==> src/rtl/tcp_option_serializer.sv <==
// TCP header-option generator: latches an option request on start, plans a
// layout of at most ten 32-bit words and streams it over valid/ready.
module tcp_option_serializer #(
  parameter int WORD_W   = 32,
  parameter int MAX_SACK = 4
) (
  input  logic                  clk,
  input  logic                  reset_n,
  input  logic                  start,
  input  logic [8:0]            option_av,
  input  logic [15:0]           mss,
  input  logic [7:0]            scale_wnd,
  input  logic [2:0]            sack_nbr,
  input  logic [64*MAX_SACK-1:0] sack_blk,
  input  logic [63:0]           time_stp,
  output logic [WORD_W-1:0]     opt_data,
  output logic                  opt_valid,
  input  logic                  opt_ready,
  output logic                  opt_last,
  output logic [3:0]            opt_words,
  output logic                  sack_trunc,
  output logic                  busy,
  output logic                  done
);

  typedef enum logic [4:0] {
    ST_IDLE, ST_PLAN, ST_MSS, ST_WS, ST_SP, ST_TS0, ST_TS1, ST_TS2, ST_SK_H,
    ST_SK0, ST_SK1, ST_SK2, ST_SK3, ST_SK4, ST_SK5, ST_SK6, ST_SK7, ST_EOL, ST_FIN
  } state_t;

  localparam logic [2:0]  MAX_SACK_C = 3'(MAX_SACK);
  localparam logic [31:0] NOP_WORD   = 32'h01010101;

  state_t             st_r;
  logic               mss_en_r, ws_en_r, sp_en_r, ts_en_r, eol_en_r;
  logic [2:0]         n_r;
  logic [15:0]        mss_r;
  logic [7:0]         shift_r;
  logic [63:0]        ts_r;
  logic [31:0]        sk_w_r [0:7];
  logic [WORD_W-1:0]  opt_data_r;
  logic               opt_valid_r, opt_last_r, sack_trunc_r, busy_r, done_r;
  logic [3:0]         opt_words_r;

  logic [3:0]         base_s, rem_s, half_s, sk_words_s, left_s, words_s;
  logic [2:0]         req_s, fit_s, n_s;
  logic               eol_s, trunc_s, unused_av_s;
  logic [255:0]       blk_pad_s;
  state_t             adv_s, step_s;
  logic [WORD_W-1:0]  beat_s;
  logic               last_s;

  assign unused_av_s = ^{option_av[7:6], option_av[1]};
  assign blk_pad_s   = 256'(sack_blk);

  function automatic logic in_plan(input state_t s);
    case (s)
      ST_MSS:                    in_plan = mss_en_r;
      ST_WS:                     in_plan = ws_en_r;
      ST_SP:                     in_plan = sp_en_r;
      ST_TS0, ST_TS1, ST_TS2:    in_plan = ts_en_r;
      ST_SK_H, ST_SK0, ST_SK1:   in_plan = (n_r >= 3'd1);
      ST_SK2, ST_SK3:            in_plan = (n_r >= 3'd2);
      ST_SK4, ST_SK5:            in_plan = (n_r >= 3'd3);
      ST_SK6, ST_SK7:            in_plan = (n_r >= 3'd4);
      ST_EOL:                    in_plan = eol_en_r;
      ST_FIN:                    in_plan = 1'b1;
      default:                   in_plan = 1'b0;
    endcase
  endfunction

  // First planned state strictly after s in emission order; FIN terminates.
  function automatic state_t next_of(input state_t s);
    state_t nxt;
    nxt = ST_FIN;
    for (int i = 17; i >= 2; i--) begin
      nxt = (i > int'(s) && in_plan(state_t'(i[4:0]))) ? state_t'(i[4:0]) : nxt;
    end
    return nxt;
  endfunction

  function automatic logic [31:0] word_of(input state_t s);
    case (s)
      ST_MSS:  word_of = {8'h02, 8'h04, mss_r};
      ST_WS:   word_of = {8'h01, 8'h03, 8'h03, shift_r};
      ST_SP:   word_of = 32'h01010402;
      ST_TS0:  word_of = 32'h0101080A;
      ST_TS1:  word_of = ts_r[63:32];
      ST_TS2:  word_of = ts_r[31:0];
      ST_SK_H: word_of = {8'h01, 8'h01, 8'h05, ({2'b00, n_r, 3'b000} + 8'd2)};
      ST_SK0:  word_of = sk_w_r[0];
      ST_SK1:  word_of = sk_w_r[1];
      ST_SK2:  word_of = sk_w_r[2];
      ST_SK3:  word_of = sk_w_r[3];
      ST_SK4:  word_of = sk_w_r[4];
      ST_SK5:  word_of = sk_w_r[5];
      ST_SK6:  word_of = sk_w_r[6];
      ST_SK7:  word_of = sk_w_r[7];
      default: word_of = 32'h00000000;
    endcase
  endfunction

  // Layout plan computed from the raw request so it can be registered on start.
  always_comb begin
    base_s = {3'b000, option_av[2]} + {3'b000, option_av[3]} + {3'b000, option_av[4]}
           + (option_av[8] ? 4'd3 : 4'd0);
    rem_s  = 4'd10 - base_s;
    if (option_av[5]) begin
      req_s = (sack_nbr < MAX_SACK_C) ? sack_nbr : MAX_SACK_C;
    end else begin
      req_s = 3'd0;
    end
    half_s     = (rem_s - 4'd1) >> 1;
    fit_s      = half_s[2:0];
    n_s        = (req_s < fit_s) ? req_s : fit_s;
    sk_words_s = (n_s == 3'd0) ? 4'd0 : ({n_s, 1'b0} + 4'd1);
    left_s     = rem_s - sk_words_s;
    eol_s      = option_av[0] & (left_s != 4'd0);
    words_s    = base_s + sk_words_s + {3'b000, eol_s};
    trunc_s    = (n_s < req_s) | (option_av[0] & (left_s == 4'd0));
  end

  // st_r names the word at the head of the beat currently on the bus.
  generate
    if (WORD_W == 64) begin : g_w64
      state_t sec_s;
      assign sec_s  = next_of(adv_s);
      assign beat_s = {word_of(adv_s), (sec_s == ST_FIN) ? NOP_WORD : word_of(sec_s)};
      assign last_s = (sec_s == ST_FIN) || (next_of(sec_s) == ST_FIN);
      assign step_s = next_of(next_of(st_r));
    end else begin : g_w32
      assign beat_s = word_of(adv_s);
      assign last_s = (next_of(adv_s) == ST_FIN);
      assign step_s = next_of(st_r);
    end
  endgenerate

  assign adv_s = (st_r == ST_PLAN) ? next_of(ST_PLAN) : step_s;

  // Job FSM: latch request, then stream beats; FIN also accepts a new start.
  always_ff @(posedge clk or negedge reset_n) begin
    if (!reset_n) begin
      st_r         <= ST_IDLE;
      mss_en_r     <= 1'b0;
      ws_en_r      <= 1'b0;
      sp_en_r      <= 1'b0;
      ts_en_r      <= 1'b0;
      eol_en_r     <= 1'b0;
      n_r          <= 3'd0;
      mss_r        <= 16'h0000;
      shift_r      <= 8'h00;
      ts_r         <= 64'h0;
      for (int i = 0; i < 8; i++) sk_w_r[i] <= 32'h00000000;
      opt_data_r   <= {WORD_W{1'b0}};
      opt_valid_r  <= 1'b0;
      opt_last_r   <= 1'b0;
      opt_words_r  <= 4'd0;
      sack_trunc_r <= 1'b0;
      busy_r       <= 1'b0;
      done_r       <= 1'b0;
    end else begin
      case (st_r)
        ST_IDLE, ST_FIN: begin
          done_r <= 1'b0;
          if (start) begin
            mss_en_r     <= option_av[2];
            ws_en_r      <= option_av[3];
            sp_en_r      <= option_av[4];
            ts_en_r      <= option_av[8];
            eol_en_r     <= eol_s;
            n_r          <= n_s;
            mss_r        <= mss;
            shift_r      <= scale_wnd;
            ts_r         <= time_stp;
            for (int i = 0; i < 4; i++) begin
              sk_w_r[2*i]   <= blk_pad_s[64*i+32 +: 32];
              sk_w_r[2*i+1] <= blk_pad_s[64*i +: 32];
            end
            opt_words_r  <= words_s;
            sack_trunc_r <= trunc_s;
            busy_r       <= 1'b1;
            st_r         <= ST_PLAN;
          end else begin
            st_r <= ST_IDLE;
          end
        end
        ST_PLAN: begin
          if (adv_s == ST_FIN) begin
            st_r   <= ST_FIN;
            busy_r <= 1'b0;
            done_r <= 1'b1;
          end else begin
            st_r        <= adv_s;
            opt_data_r  <= beat_s;
            opt_last_r  <= last_s;
            opt_valid_r <= 1'b1;
          end
        end
        default: begin
          if (opt_ready) begin
            if (opt_last_r) begin
              st_r        <= ST_FIN;
              opt_data_r  <= {WORD_W{1'b0}};
              opt_valid_r <= 1'b0;
              opt_last_r  <= 1'b0;
              busy_r      <= 1'b0;
              done_r      <= 1'b1;
            end else begin
              st_r       <= adv_s;
              opt_data_r <= beat_s;
              opt_last_r <= last_s;
            end
          end else begin
            st_r <= st_r;
          end
        end
      endcase
    end
  end

  assign opt_data   = opt_data_r;
  assign opt_valid  = opt_valid_r;
  assign opt_last   = opt_last_r;
  assign opt_words  = opt_words_r;
  assign sack_trunc = sack_trunc_r;
  assign busy       = busy_r;
  assign done       = done_r;

endmodule

==> config.mk <==
export PLATFORM = sky130hd
export DESIGN_NAME = tcp_option_serializer
export DESIGN_NICKNAME = d
export VERILOG_FILES = /design/src/rtl/tcp_option_serializer.sv
export SDC_FILE = /design/constraint.sdc
export NUM_CORES = 1
export LEC_CHECK = 0
export CAP_MARGIN = 20
export CORE_ASPECT_RATIO = 0.7
export CORE_MARGIN = 5
export CORE_UTILIZATION = 50
export CTS_BUF_LIST = sky130_fd_sc_hd__clkbuf_8
export DETAILED_ROUTE_END_ITERATION = 10
export DONT_BUFFER_PORTS = 1
export PLACE_DENSITY = 0.68
export SLEW_MARGIN = 10
export SYNTH_ARGS = -nofsm -noshare
export SYNTH_HDL_FRONTEND = slang
export SYNTH_SLANG_ARGS = --single-unit
==> constraint.sdc <==
create_clock -name clk -period 2.91 [get_ports clk]
set_input_delay 0.873 -clock clk [delete_from_list [all_inputs] [get_ports clk]]
set_output_delay 0.873 -clock clk [all_outputs]
set_load 0.02 [all_outputs]
---- After elaboration in Yosys (flattened, before gate mapping) ----
Cells that the tools add are included.
cells by class
  add/sub/neg operators ................... 10
  $lt $le $gt $ge ......................... 39
  equal/unequal tests ..................... 22
  muxes and demuxes ....................... 72
  bitwise logic cells ..................... 4
  reductions and logical operators ........ 46
operators with widths
  kind                                                               count
  one-hot mux 32 bit (15 select lines)                               1
  two-way mux 5 bit                                                  40
  two-way mux 32 bit                                                 3
  greater-than comparator 4 x 5 -> 1 bit, first input constant       16
  one-hot mux 32 bit (2 select lines)                                1
  == test 5 x 4 -> 1 bit, second input constant                      8
  greater-than comparator 3 x 5 -> 1 bit, first input constant       8
  logical AND 1 bit                                                  32
  == test 5 x 3 -> 1 bit, second input constant                      4
  == test 5 bit, second input constant                               4
  greater-than comparator 2 x 5 -> 1 bit, first input constant       4
  greater-than comparator 5 bit, first input constant                4
  two-way mux 1 bit                                                  12
  two-way mux 2 bit                                                  6
  == test 5 x 2 -> 1 bit, second input constant                      2
  one-hot mux 5 bit (2 select lines)                                 1
  two-way mux 3 bit                                                  3
  one-hot mux 1 bit (2 select lines)                                 4
  AND reduction 4 bit                                                2
  adder 6 x 2 -> 7 bit, second input constant                        1
  greater-or-equal comparator 3 x 2 -> 1 bit, second input constant  2
  < comparator 3 bit                                                 2
  AND reduction 3 bit                                                2
  nonzero test 3 bit                                                 2
  other kinds (26)                                                   29
word-level totals
  register bits ........................... 398
  input port bits ......................... 360
  output and inout bits ................... 41
  logic and storage cells ................. 218

---- Depth between registers and ports, before layout ----
Gate-level depths: netlist of run 1.
  depth after elaboration ................. 41
  gate-level depth with buffers ........... 25
  gate-level depth less buffers ........... 25

---- Worst setup path before layout of run 1 ----
No wires, ideal clock.
  kind .................................... input port to flip-flop
  start point ............................. input option_av[2]
  end point ............................... register opt_words_r[3], in the netlist opt_words[3]
  setup time .............................. 0.136 ns
  arrival time ............................ 5.877 ns
  data required time ...................... 2.774 ns
  setup slack ............................. -3.103 ns
  cell stages on the path ................. 22
  buffers on the path ..................... 0
  cells stage by stage .................... fa_1 -> ha_1 -> fa_1 -> ha_1 -> ha_1 -> o21ai_0 -> a21oi_1 -> nor2_1 -> mux2i_1 -> inv_1 -> or3_1 -> ha_1 -> inv_1 -> fa_1 -> nor4_1 -> nand2b_1 -> fa_1 -> inv_1 -> a21o_1 -> a21oi_1 -> xor2_1 -> o21ai_0
on the way
  longest elaborated chain between the ends .. 13
  elaborated cells on any way between the ends .. 15
  classes of those cells .................. add/sub: 9; order compare: 1; mux: 2; bitwise: 1; reduce/logical: 2
RTL lines
  item                                                            RTL line  RTL
  start, declared                                                 10        input logic [8:0] option_av,
  adder 1 x 1 -> 2 bit (*)                                        105       base_s = {3'b000, option_av[2]} + {3'b000, option_av[3]} + {3'b000, option_av[4]}
  adder 2 x 1 -> 3 bit (*)                                        105
  adder 3 x 2 -> 4 bit (*)                                        106       + (option_av[8] ? 4'd3 : 4'd0);
  subtractor 4 bit (*)                                            107       rem_s = 4'd10 - base_s;
  subtractor 4 x 1 -> 4 bit (*)                                   113       half_s = (rem_s - 4'd1) >> 1;
  < comparator 3 bit                                              115       n_s = (req_s < fit_s) ? req_s : fit_s;
  two-way mux 3 bit (*)                                           115
  via n_s[0]                                                      46        logic [2:0] req_s, fit_s, n_s;
  adder 4 x 1 -> 4 bit / zero test 3 bit (equally long branches)  116       sk_words_s = (n_s == 3'd0) ? 4'd0 : ({n_s, 1'b0} + 4'd1);
  two-way mux 4 bit (*)                                           116
  subtractor 4 bit                                                117       left_s = rem_s - sk_words_s;
  nonzero test 4 bit                                              118       eol_s = option_av[0] & (left_s != 4'd0);
  bitwise AND 1 bit                                               118
  adder 4 x 1 -> 4 bit (*)                                        119       words_s = base_s + sk_words_s + {3'b000, eol_s};
  end signal, assigned                                            179       opt_words_r <= words_s;
  end, declared                                                   43        logic [3:0] opt_words_r;
The timed path passes the listed nets; every way through them passes the cells marked *.
A chain may end at the register's enable or synchronous reset.

---- Worst setup path after layout of run 1 ----
  start point ............................. input option_av[2]
  end point ............................... register opt_words_r[3], in the netlist opt_words[3]
on the way
  longest elaborated chain between the ends .. 13
  elaborated cells on any way between the ends .. 15
  classes of those cells .................. add/sub: 9; order compare: 1; mux: 2; bitwise: 1; reduce/logical: 2
RTL lines
  item                                                            RTL line
  adder 1 x 1 -> 2 bit (*)                                        105
  adder 2 x 1 -> 3 bit (*)                                        105
  adder 3 x 2 -> 4 bit (*)                                        106
  subtractor 4 bit                                                107
  subtractor 4 x 1 -> 4 bit                                       113
  < comparator 3 bit                                              115
  two-way mux 3 bit                                               115
  adder 4 x 1 -> 4 bit / zero test 3 bit (equally long branches)  116
  two-way mux 4 bit                                               116
  subtractor 4 bit                                                117
  nonzero test 4 bit                                              118
  bitwise AND 1 bit                                               118
  adder 4 x 1 -> 4 bit (*)                                        119
Mark *: on every way between the ends. The rest lies on a longest branch, timed or not.

==> summary.txt, run 1 <==
Run status
  • Status: complete, but fails checks
  • Failing checks: negative hold slack, negative setup slack

Detailed routing
  • Routed WL per cell: 29.5 um
  • Final WL: 65.8 mm
  • Final ANT Viol Nets: 0
  • Iteration-0 DRC Markers: 1264
  • DR pass1 iterations: 6
  • Via Count: 14000
  • Vias/cell: 6.28
  • Drt drc: 0

CTS
  • H-tree Lvls: 2
  • Cts bufs inserted: 60
  • Max Buffers Root-to-Sink: 3
  • Clk slew on worst S/H paths: 60 ps
  • CTS tree: done
  • Worst-skew pair later-pin latency: 650 ps
  • Clock root buffer: clkbuf_8
  • Clock sink total: 398

Logic synthesis
  • Synthesized flop and latch total: 398
  • Synth Net Count: 1796
  • Top_reg_cell synth: dfrtp_1
  • Synth Instances: 1417
  • Async SR Flop Fraction: 100%
  • Largest family of logic cells by synthesized area: multiplexers
  • Sequential share of the synthesized area: 54.1%
  • Compound-Gate Fraction of Synth Area: 12.6%
  • Post-Synth Adder-Cell Area: 1.50%
  • Post-synth EDFFs: 0
  • Ys Warns: 0
  • Synth unique cells: 88
  • Average cell area after synthesis: 13.0 um^2
  • Cell Area, Synth: 18400 um^2
  • Synth Area in XOR/XNOR: 0.286%
  • Post-Synth Simple-Gate Area: 6.09%
  • Post-synthesis mux area share: 22.3%

Setup path
  • CP Max Fanout: 3
  • Worst R2R Path Depth: 10
  • Worst Path Required: 3410 ps
  • Crit path arrival time: 5520 ps
  • Critical path's slowest cell: fa_2
  • Crit Path Category: primary input to flop
  • Worst Setup SP: option_av[2]
  • CP Launch Type: primary input
  • Reg2reg end: opt_data[7]$_DFFE_PN0P_
  • Crit-path cells: fa_1, ha_2, fa_2, ha_4, ha_4, o21ai_2, a21oi_2, nor2_4, buf_6, mux2i_2, or3_4, ha_4, inv_4, fa_2, nor4_4, nand2b_4, fa_2, inv_1, a21o_1, a21oi_2, xor2_1, o21ai_1
  • RR Startpoint: st_r[2]$_DFFE_PN0P_
  • Reg-to-reg setup timing slack: -300 ps
  • CP Capture Point: opt_words[3]$_DFFE_PN0P_
  • CP peak stage delay: 600 ps
  • Crit end category: flop

Timing
  • Setup-failing EPs final: 41
  • Max Clock Freq: 199 MHz
  • Post-route minimum period: 5020 ps
  • Max-slew headroom: 40.1%
  • Hold Vio Cnt, Final: 47
  • RSZ-0062 raised after global routing: yes
  • Worst-Margin Slew: 898 ps
  • Final setup margin: -2110 ps
  • Period utilization: 173%
  • Worst Skew: 37.3 ps
  • Hold WS: -56.4 ps
  • Fin. max-slew vios: 0
  • Post-route setup TNS: -16780 ps

Hold path
  • Min-Delay Path Class: primary input to asynchronous set/reset pin

Finish
  • Most frequent cells in the layout: dfrtp_1 (393), mux2_2 (349), buf_4 (208), nand2_1 (76), clkbuf_8 (72)
  • Most common cell after layout, fill and taps aside: dfrtp_1
  • Share of post-route cells with drive strength above 1: 53.1%
  • Layout area overhead: 30.5%
  • Final Net Count: 2074

Global route
  • Total grt overflow: 0
  • First-pass GRT wire length: 94.6 mm
  • Total GRT Usage: 31.1%
  • Vias in the first global route: 14200
  • Largest net degree at the start of global routing: 399
  • Antenna violations before repair: 23

Run
  • Max-Cap Viols: 0

Place
  • GPL Wtd Cong: 0.925
  • IO Port Bufs: 0
  • Pre-CTS setup slack: -2960 ps
  • Dpl hpwl: 46.8 mm

Floorplanning
  • Die Wd: 239 um
  • Cell Rows: 58
  • # IOs: 401
  • Core area: 36100 um^2
  • Initial Util: 50.9%
  • Vert. Die Dim: 170 um
  • Die area: 40800 um^2

Power and ir drop
  • Peak VDD IR: 0.701 mV
  • LEAKAGE: 10.5 nW
  • Pwr Density: 1400 nW/um^2
[cell families (layout without fill, tap and decap cells)]
family	after synthesis	count (layout)
flops	398	398
mux	366	366
compound gates	292	292
simple gates	212	212
buf+inv	124	448
fa+ha+maj	19	19
xor+xnor	6	6
other cells	0	11
[worst min-delay path by stage]
stage and endpoint:
6_report sk_w_r[193]$_DFFE_PN0P_, 5_1_grt sk_w_r[193]$_DFFE_PN0P_, 4_1_cts st_r[2]$_DFFE_PN0P_, 3_5_place_dp sk_w_r[228]$_DFFE_PN0P_, 3_3_place_gp ts_r[14]$_DFFE_PN0P_, 2_1_floorplan sk_w_r[123]$_DFFE_PN0P_
[state kept, by name (all words and copies together), names as in the netlist, 3 cells and up]
signal	count
sk_w_r	256
shift_r	8
mss_r	16
n_r	3
opt_words	4
st_r	5
ts_r	64
opt_data	32
[through the flow]
stage / area, um^2 / util [%] / instances / total power [mW] / hold slack [ps]
6_report: 24000 / 66.4 / 2232 / 33.5 / -56.4
5_1_grt: 24000 / 66.4 / 2231 / 35.0 / -97.9
4_1_cts: 23500 / 65.0 / 2202 / 32.4 / -95.3
3_5_place_dp: 20700 / 57.2 / 2020 / 23.8 / 487
3_3_place_gp: 20700 / 57.2 / 2020 / 23.4 / 481
2_1_floorplan: 18500 / - / 1417 / 17.8 / 471
[worst max-delay path: cells and delay by family]
family                   cells  cell delay (ps)
multiplexers                 1              150
adder cells (fa/ha/maj)      8             2610
buffers and inverters        3              210
AND/OR/NAND/NOR              4              920
XOR/XNOR                     1              160
AO/OA/AOI/OAI                5              590
[routing by layer]
metal	share of wire [%]	vias to the layer above	wire length (um)	global-route usage, %
li1	-	5989	-	-
met1	43	7185	28200	44.4
met2	44	680	29100	45.6
met3	10	136	6550	10.3
met4	2.7	26	1810	9.20
met5	0.25	-	164	0
[where the power goes]
| group | total (mW) | switching (mW) | leakage, nW | internal, mW |
|---|---|---|---|---|
| sequential | 10.6 | 2.25 | 4.83 | 8.32 |
| clock | 4.59 | 2.27 | 0.710 | 2.33 |
| combinational | 18.3 | 8.59 | 4.96 | 9.75 |
[synthesized netlist by cell type (all sizes together), types with 6 or more instances]
cell type  count  area share (%)
a21o           6            0.24
dfrtp        398              54
a221oi        29             1.4
nor3          19            0.68
inv           22            0.45
o211ai        13            0.53
nor2          21            0.48
buf           36             1.3
a32o           9            0.50
a22oi         24            0.98
ha            14            0.95
a22o           6            0.29
a221o         19             1.0
o21ai         36            0.98
clkbuf        66             1.3
mux2         350              21
a31oi         18            0.61
nand2         87             1.8
mux2i         16            0.87
and2           6            0.22
nand3         21            0.57
a21oi         34            0.93
nor4           9            0.42
a222oi        42             2.3
a211o          6            0.29
and3          10            0.34
o2bb2ai        6            0.29
[repair_timing]
action | CTS | global route
cloned | 9 | 0
pin swaps | 116 | 92
endpoints found under the setup margin | 42 | 42
hold endpoints to repair | 398 | 157
setup buffers | 70 | 34
resized for setup | 200 | 90
[area by class of cell]
| class | instances | area [um^2] |
|---|---|---|
| diodes | 11 | 27.5 |
| multi-input cells | 895 | 8920 |
| flip-flops and latches | 398 | 9970 |
| fillers | 2719 | 12100 |
| inverters | 22 | 85.1 |
| well taps | 480 | 601 |
| repair buffers | 318 | 3230 |
| clock inverters | 36 | 185 |
| clock buffers | 72 | 991 |
Power figures use the tool's default switching activity.
==> run 2: changes to the inputs <==
--- a/config.mk
+++ b/config.mk
@@ -8,11 +8,10 @@
 export CAP_MARGIN = 20
 export CORE_ASPECT_RATIO = 0.7
 export CORE_MARGIN = 5
-export CORE_UTILIZATION = 50
+export CORE_UTILIZATION = 23
 export CTS_BUF_LIST = sky130_fd_sc_hd__clkbuf_8
 export DETAILED_ROUTE_END_ITERATION = 10
 export DONT_BUFFER_PORTS = 1
-export PLACE_DENSITY = 0.68
 export SLEW_MARGIN = 10
 export SYNTH_ARGS = -nofsm -noshare
 export SYNTH_HDL_FRONTEND = slang
==> summary.txt, run 2 (synthesis results as in run 1) <==
CTS
  • H-tree Lvls: 3
  • Clock root buffer: clkbuf_8
  • CTS tree: done
  • Worst-skew pair later-pin latency: 670 ps
  • Cts bufs inserted: 71
  • Clk slew on worst S/H paths: 50 ps
  • Clock sink total: 398
  • Max Buffers Root-to-Sink: 3

Setup path
  • Worst Path Required: 3450 ps
  • Crit path arrival time: 5490 ps
  • Worst R2R Path Depth: 10
  • CP Max Fanout: 3
  • CP Launch Type: primary input
  • Crit Path Category: primary input to flop
  • Crit end category: flop

Global route
  • Vias in the first global route: 15000
  • Total grt overflow: 0
  • Antenna violations before repair: 42
  • Largest net degree at the start of global routing: 399
  • Total GRT Usage: 17.9%
  • First-pass GRT wire length: 111 mm

Detailed routing
  • Drt drc: 0
  • Via Count: 14200
  • Final ANT Viol Nets: 0
  • Iteration-0 DRC Markers: 1182
  • Routed WL per cell: 27.3 um
  • DR pass1 iterations: 8
  • Final WL: 79.2 mm
  • Vias/cell: 4.91

Timing
  • Hold WS: -58.0 ps
  • Fin. max-slew vios: 0
  • Max-slew headroom: 26.6%
  • RSZ-0062 raised after global routing: yes
  • Setup-failing EPs final: 39
  • Worst Skew: 54.6 ps
  • Hold Vio Cnt, Final: 29
  • Post-route minimum period: 4950 ps
  • Worst-Margin Slew: 1100 ps
  • Max Clock Freq: 202 MHz
  • Period utilization: 170%
  • Final setup margin: -2040 ps

Finish
  • Biggest register: sk_w_r
  • Most common cell after layout, fill and taps aside: dfrtp_1
  • Final design utilization: 32.8%
  • Final instance area: 25900 um^2
  • Share of post-route cells with drive strength above 1: 56.2%
  • Max reg flops: 256
  • Most frequent cells in the layout: dfrtp_1 (391), mux2_2 (350), buf_4 (231), buf_6 (85), clkbuf_8 (80)
  • Final Net Count: 2152
  • Layout area overhead: 40.8%

Floorplanning
  • Initial Util: 23.3%
  • Cell Rows: 86
  • Die Wd: 348 um
  • Core area: 79000 um^2
  • # IOs: 401
  • Die area: 85800 um^2
  • Vert. Die Dim: 247 um

Run status
  • Failing checks: negative hold slack, negative setup slack
  • Status: complete, but fails checks

Hold path
  • Min-Delay Path Class: primary input to asynchronous set/reset pin

Power and ir drop
  • Pwr Density: 1420 nW/um^2
  • Peak VDD IR: 0.644 mV
  • LEAKAGE: 11.1 nW
  • Total power: 36.8 mW

Place
  • Dpl hpwl: 58.3 mm
  • Area post-placement: 21800 um^2
  • GPL Wtd Cong: 0.855
  • IO Port Bufs: 0
  • Pre-CTS setup slack: -2950 ps

Run
  • Max-Cap Viols: 0
==> run 2: final timing paths <==
kind	slack, ps	startpoint	to
min in group clk	340	sack_blk[72]	sk_w_r[136]$_DFFE_PN0P_
worst max-delay path	-2040	option_av[2]	opt_words[3]$_DFFE_PN0P_
worst max register to register	-340	st_r[0]$_DFFE_PN0P_	opt_data[7]$_DFFE_PN0P_
worst min-delay path	-60	reset_n	ts_r[39]$_DFFE_PN0P_
max in group asynchronous	2060	reset_n	sk_w_r[172]$_DFFE_PN0P_
worst min register to register	500	sk_w_r[123]$_DFFE_PN0P_	sk_w_r[123]$_DFFE_PN0P_
==> run 2: where the power goes <==
part | switching, mW | internal (mW)
clock network | 2.44 | 2.87
registers | 2.25 | 8.33
logic | 9.78 | 11.2
total | 14.5 | 22.4
==> run 2: timing repair <==
action                                  CTS  global route
setup buffers                           105            33
gates cloned                              7             0
pin swaps                               138            97
resized for setup                       248           100
endpoints found under the setup margin   42            43
hold endpoints to repair                398           227
==> run 2: routing by layer <==
| metal | wire [um] | vias to the layer above | global-route usage, % |
|---|---|---|---|
| met1 | 34300 | 7316 | 23.6 |
| met2 | 34800 | 563 | 26.6 |
| met3 | 8160 | 140 | 8.32 |
| li1 | - | 6152 | - |
| met4 | 1600 | 44 | 4.19 |
| met5 | 269 | - | 0 |
==> run 2: through the flow <==
stage          setup TNS (ps)  std cells
5_1_grt                -20600       2883
3_5_place_dp           -29270       2638
3_3_place_gp           -29580       2638
2_1_floorplan          -17190       1417
6_report               -17530       2895
4_1_cts                -15870       2857
==> run 2: layout make-up <==
type	instances	area, um^2
clock inverters	40	287
fillers	7798	53100
multi-input cells	895	9050
well taps	1056	1320
diodes	19	47.5
flip-flops and latches	398	9970
inverters	22	82.6
repair buffers	385	4040
clock buffers	80	1100
==> run 2: critical path, cell delays in order <==
cell	delay, ps
fa_1	470
ha_2	190
fa_2	580
ha_4	220
ha_4	270
o21ai_2	50
a21oi_2	180
nor2_4	60
buf_6	120
mux2i_2	150
or3_4	400
ha_4	170
inv_2	60
fa_1	450
nor4_4	290
nand2b_4	180
fa_2	210
inv_1	40
a21o_1	150
a21oi_2	130
xor2_1	150
o21ai_1	90
==> run 3: changes to the inputs <==
--- a/config.mk
+++ b/config.mk
@@ -9,10 +9,11 @@
 export CORE_ASPECT_RATIO = 0.7
 export CORE_MARGIN = 5
 export CORE_UTILIZATION = 23
-export CTS_BUF_LIST = sky130_fd_sc_hd__clkbuf_8
+export CTS_BUF_LIST = sky130_fd_sc_hd__clkbuf_2
 export DETAILED_ROUTE_END_ITERATION = 10
 export DONT_BUFFER_PORTS = 1
 export SLEW_MARGIN = 10
 export SYNTH_ARGS = -nofsm -noshare
 export SYNTH_HDL_FRONTEND = slang
 export SYNTH_SLANG_ARGS = --single-unit
+export TNS_END_PERCENT = 5
==> summary.txt, run 3 (synthesis results as in run 1) <==
Setup path
  • Crit Path Category: primary input to flop
  • Reg2reg end: opt_data[7]$_DFFE_PN0P_
  • Worst Path Required: 3900 ps
  • RR Startpoint: st_r[2]$_DFFE_PN0P_
  • Worst R2R Path Depth: 10
  • Crit path arrival time: 5590 ps
  • Crit end category: flop
  • Crit-path cells: fa_1, ha_2, fa_2, ha_4, ha_4, o21ai_2, a21oi_2, nor2_4, buf_6, mux2i_2, or3_4, ha_4, inv_2, fa_1, nor4_4, nand2b_4, fa_2, inv_2, a21o_1, a21oi_2, xor2_1, o21ai_1
  • CP Launch Type: primary input
  • Bufs and invs on worst path: 3
  • Worst path most repeated cell: ha_4
  • CP peak stage delay: 620 ps
  • Reg-to-reg setup timing slack: -430 ps
  • CP top delay family: adder cells
  • Critical path's slowest cell: fa_2
  • CP Max Fanout: 3

Power and ir drop
  • Pwr Density: 1170 nW/um^2
  • Total power: 31.1 mW
  • Peak VDD IR: 0.537 mV
  • LEAKAGE: 11.5 nW

Finish
  • Biggest register: sk_w_r
  • Share of post-route cells with drive strength above 1: 39.9%
  • Final design utilization: 33.8%
  • Layout area overhead: 45.1%
  • Most frequent cells in the layout: dfrtp_1 (391), dlygate4sd3_1 (373), mux2_2 (350), buf_4 (216), clkbuf_2 (129)
  • Most common cell after layout, fill and taps aside: dfrtp_1
  • Final Net Count: 2424
  • Max reg flops: 256

Detailed routing
  • Drt drc: 0
  • Via Count: 15300
  • Routed WL per cell: 24.6 um
  • Final ANT Viol Nets: 0
  • Vias/cell: 4.82
  • Final WL: 78.3 mm
  • Iteration-0 DRC Markers: 975
  • DR pass1 iterations: 9

Global route
  • Total grt overflow: 0
  • Vias in the first global route: 16300
  • Antenna violations before repair: 16
  • First-pass GRT wire length: 112 mm
  • Total GRT Usage: 17.7%
  • Largest net degree at the start of global routing: 399

Timing
  • Fin. max-slew vios: 0
  • RSZ-0062 raised after global routing: yes
  • Post-route minimum period: 4600 ps
  • Worst Skew: 147 ps
  • Hold WS: -604 ps
  • Period utilization: 158%
  • Max Clock Freq: 217 MHz
  • Final setup margin: -1690 ps
  • Setup-failing EPs final: 39
  • Worst-Margin Slew: 1360 ps
  • Max-slew headroom: 9.11%
  • Hold Vio Cnt, Final: 399

CTS
  • Worst-skew pair later-pin latency: 1170 ps
  • H-tree Lvls: 3
  • Clock root buffer: clkbuf_2
  • Max Buffers Root-to-Sink: 3
  • Post-CTS Hold Fix Bufs: 373
  • CTS tree: done
  • Clk slew on worst S/H paths: 110 ps
  • Cts bufs inserted: 100
  • Clock sink total: 398

Run status
  • Status: complete, but fails checks
  • Failing checks: negative hold slack, negative setup slack

Floorplanning
  • # IOs: 401
  • Die Wd: 348 um
  • Cell Rows: 86
  • Vert. Die Dim: 247 um
  • Core area: 79000 um^2
  • Die area: 85800 um^2
  • Initial Util: 23.3%

Hold path
  • Min-Delay Path Class: primary input to asynchronous set/reset pin

Run
  • Max-Cap Viols: 0

Place
  • GPL Wtd Cong: 0.843
  • IO Port Bufs: 0
  • Dpl hpwl: 57.7 mm
  • Pre-CTS setup slack: -2970 ps
## run 3: worst max path at each step
stage / endpoint / cells past startpoint / start / slack (ps)
final: opt_words[3]$_DFFE_PN0P_ / 22 / option_av[2] / -1690
after global routing: opt_words[3]$_DFFE_PN0P_ / 22 / option_av[2] / -1700
after CTS: opt_words[3]$_DFFE_PN0P_ / 22 / option_av[8] / -1400
after detailed placement: opt_words[3]$_DFFE_PN0P_ / 22 / option_av[2] / -2970
after global placement: opt_words[3]$_DFFE_PN0P_ / 22 / option_av[2] / -2930
after floorplan: opt_words[3]$_DFFE_PN0P_ / 22 / option_av[2] / -2940
## run 3: report_power, final
group | leakage, nW | switching (mW) | internal (mW)
sequential | 4.83 | 2.15 | 8.29
clock | 0.697 | 2.48 | 1.68
combinational | 5.96 | 8.20 | 8.31
total | 11.5 | 12.8 | 18.3
## run 3: area by class of cell
class,instances,area [um^2]
antenna,9,22.5
clock buffer,129,646
clock inverter,44,313
fill,7796,52300
inverter,22,82.6
multi-input combinational,895,8300
sequential,398,9970
tap,1056,1320
timing repair buffer,628,6030
## run 3: what timing repair did
action                     in CTS  in global routing
setup buffers                   5                  1
pin swaps                      25                 29
setup endpoints to repair      42                 39
resized for setup              51                 30
gates cloned                    0                  0
hold endpoints to repair      759                401
## run 3: stage by stage
step | area, um^2 | hold slack, ps | cells | TNS [ps]
floorplan | 18500 | 471 | 1417 | -17660
global placement | 21600 | 481 | 2620 | -27130
detailed placement | 21600 | 484 | 2620 | -27370
CTS | 26500 | -889 | 3171 | -12630
global route | 26700 | -795 | 3176 | -17750
finish | 26700 | -604 | 3181 | -14260
## run 3: layer usage
| metal | global-route usage, % | wire, um |
|---|---|---|
| met3 | 6.10 | 6760 |
| met4 | 4.55 | 1370 |
| met1 | 24.4 | 35400 |
| met5 | 0 | 82 |
| met2 | 26.5 | 34700 |
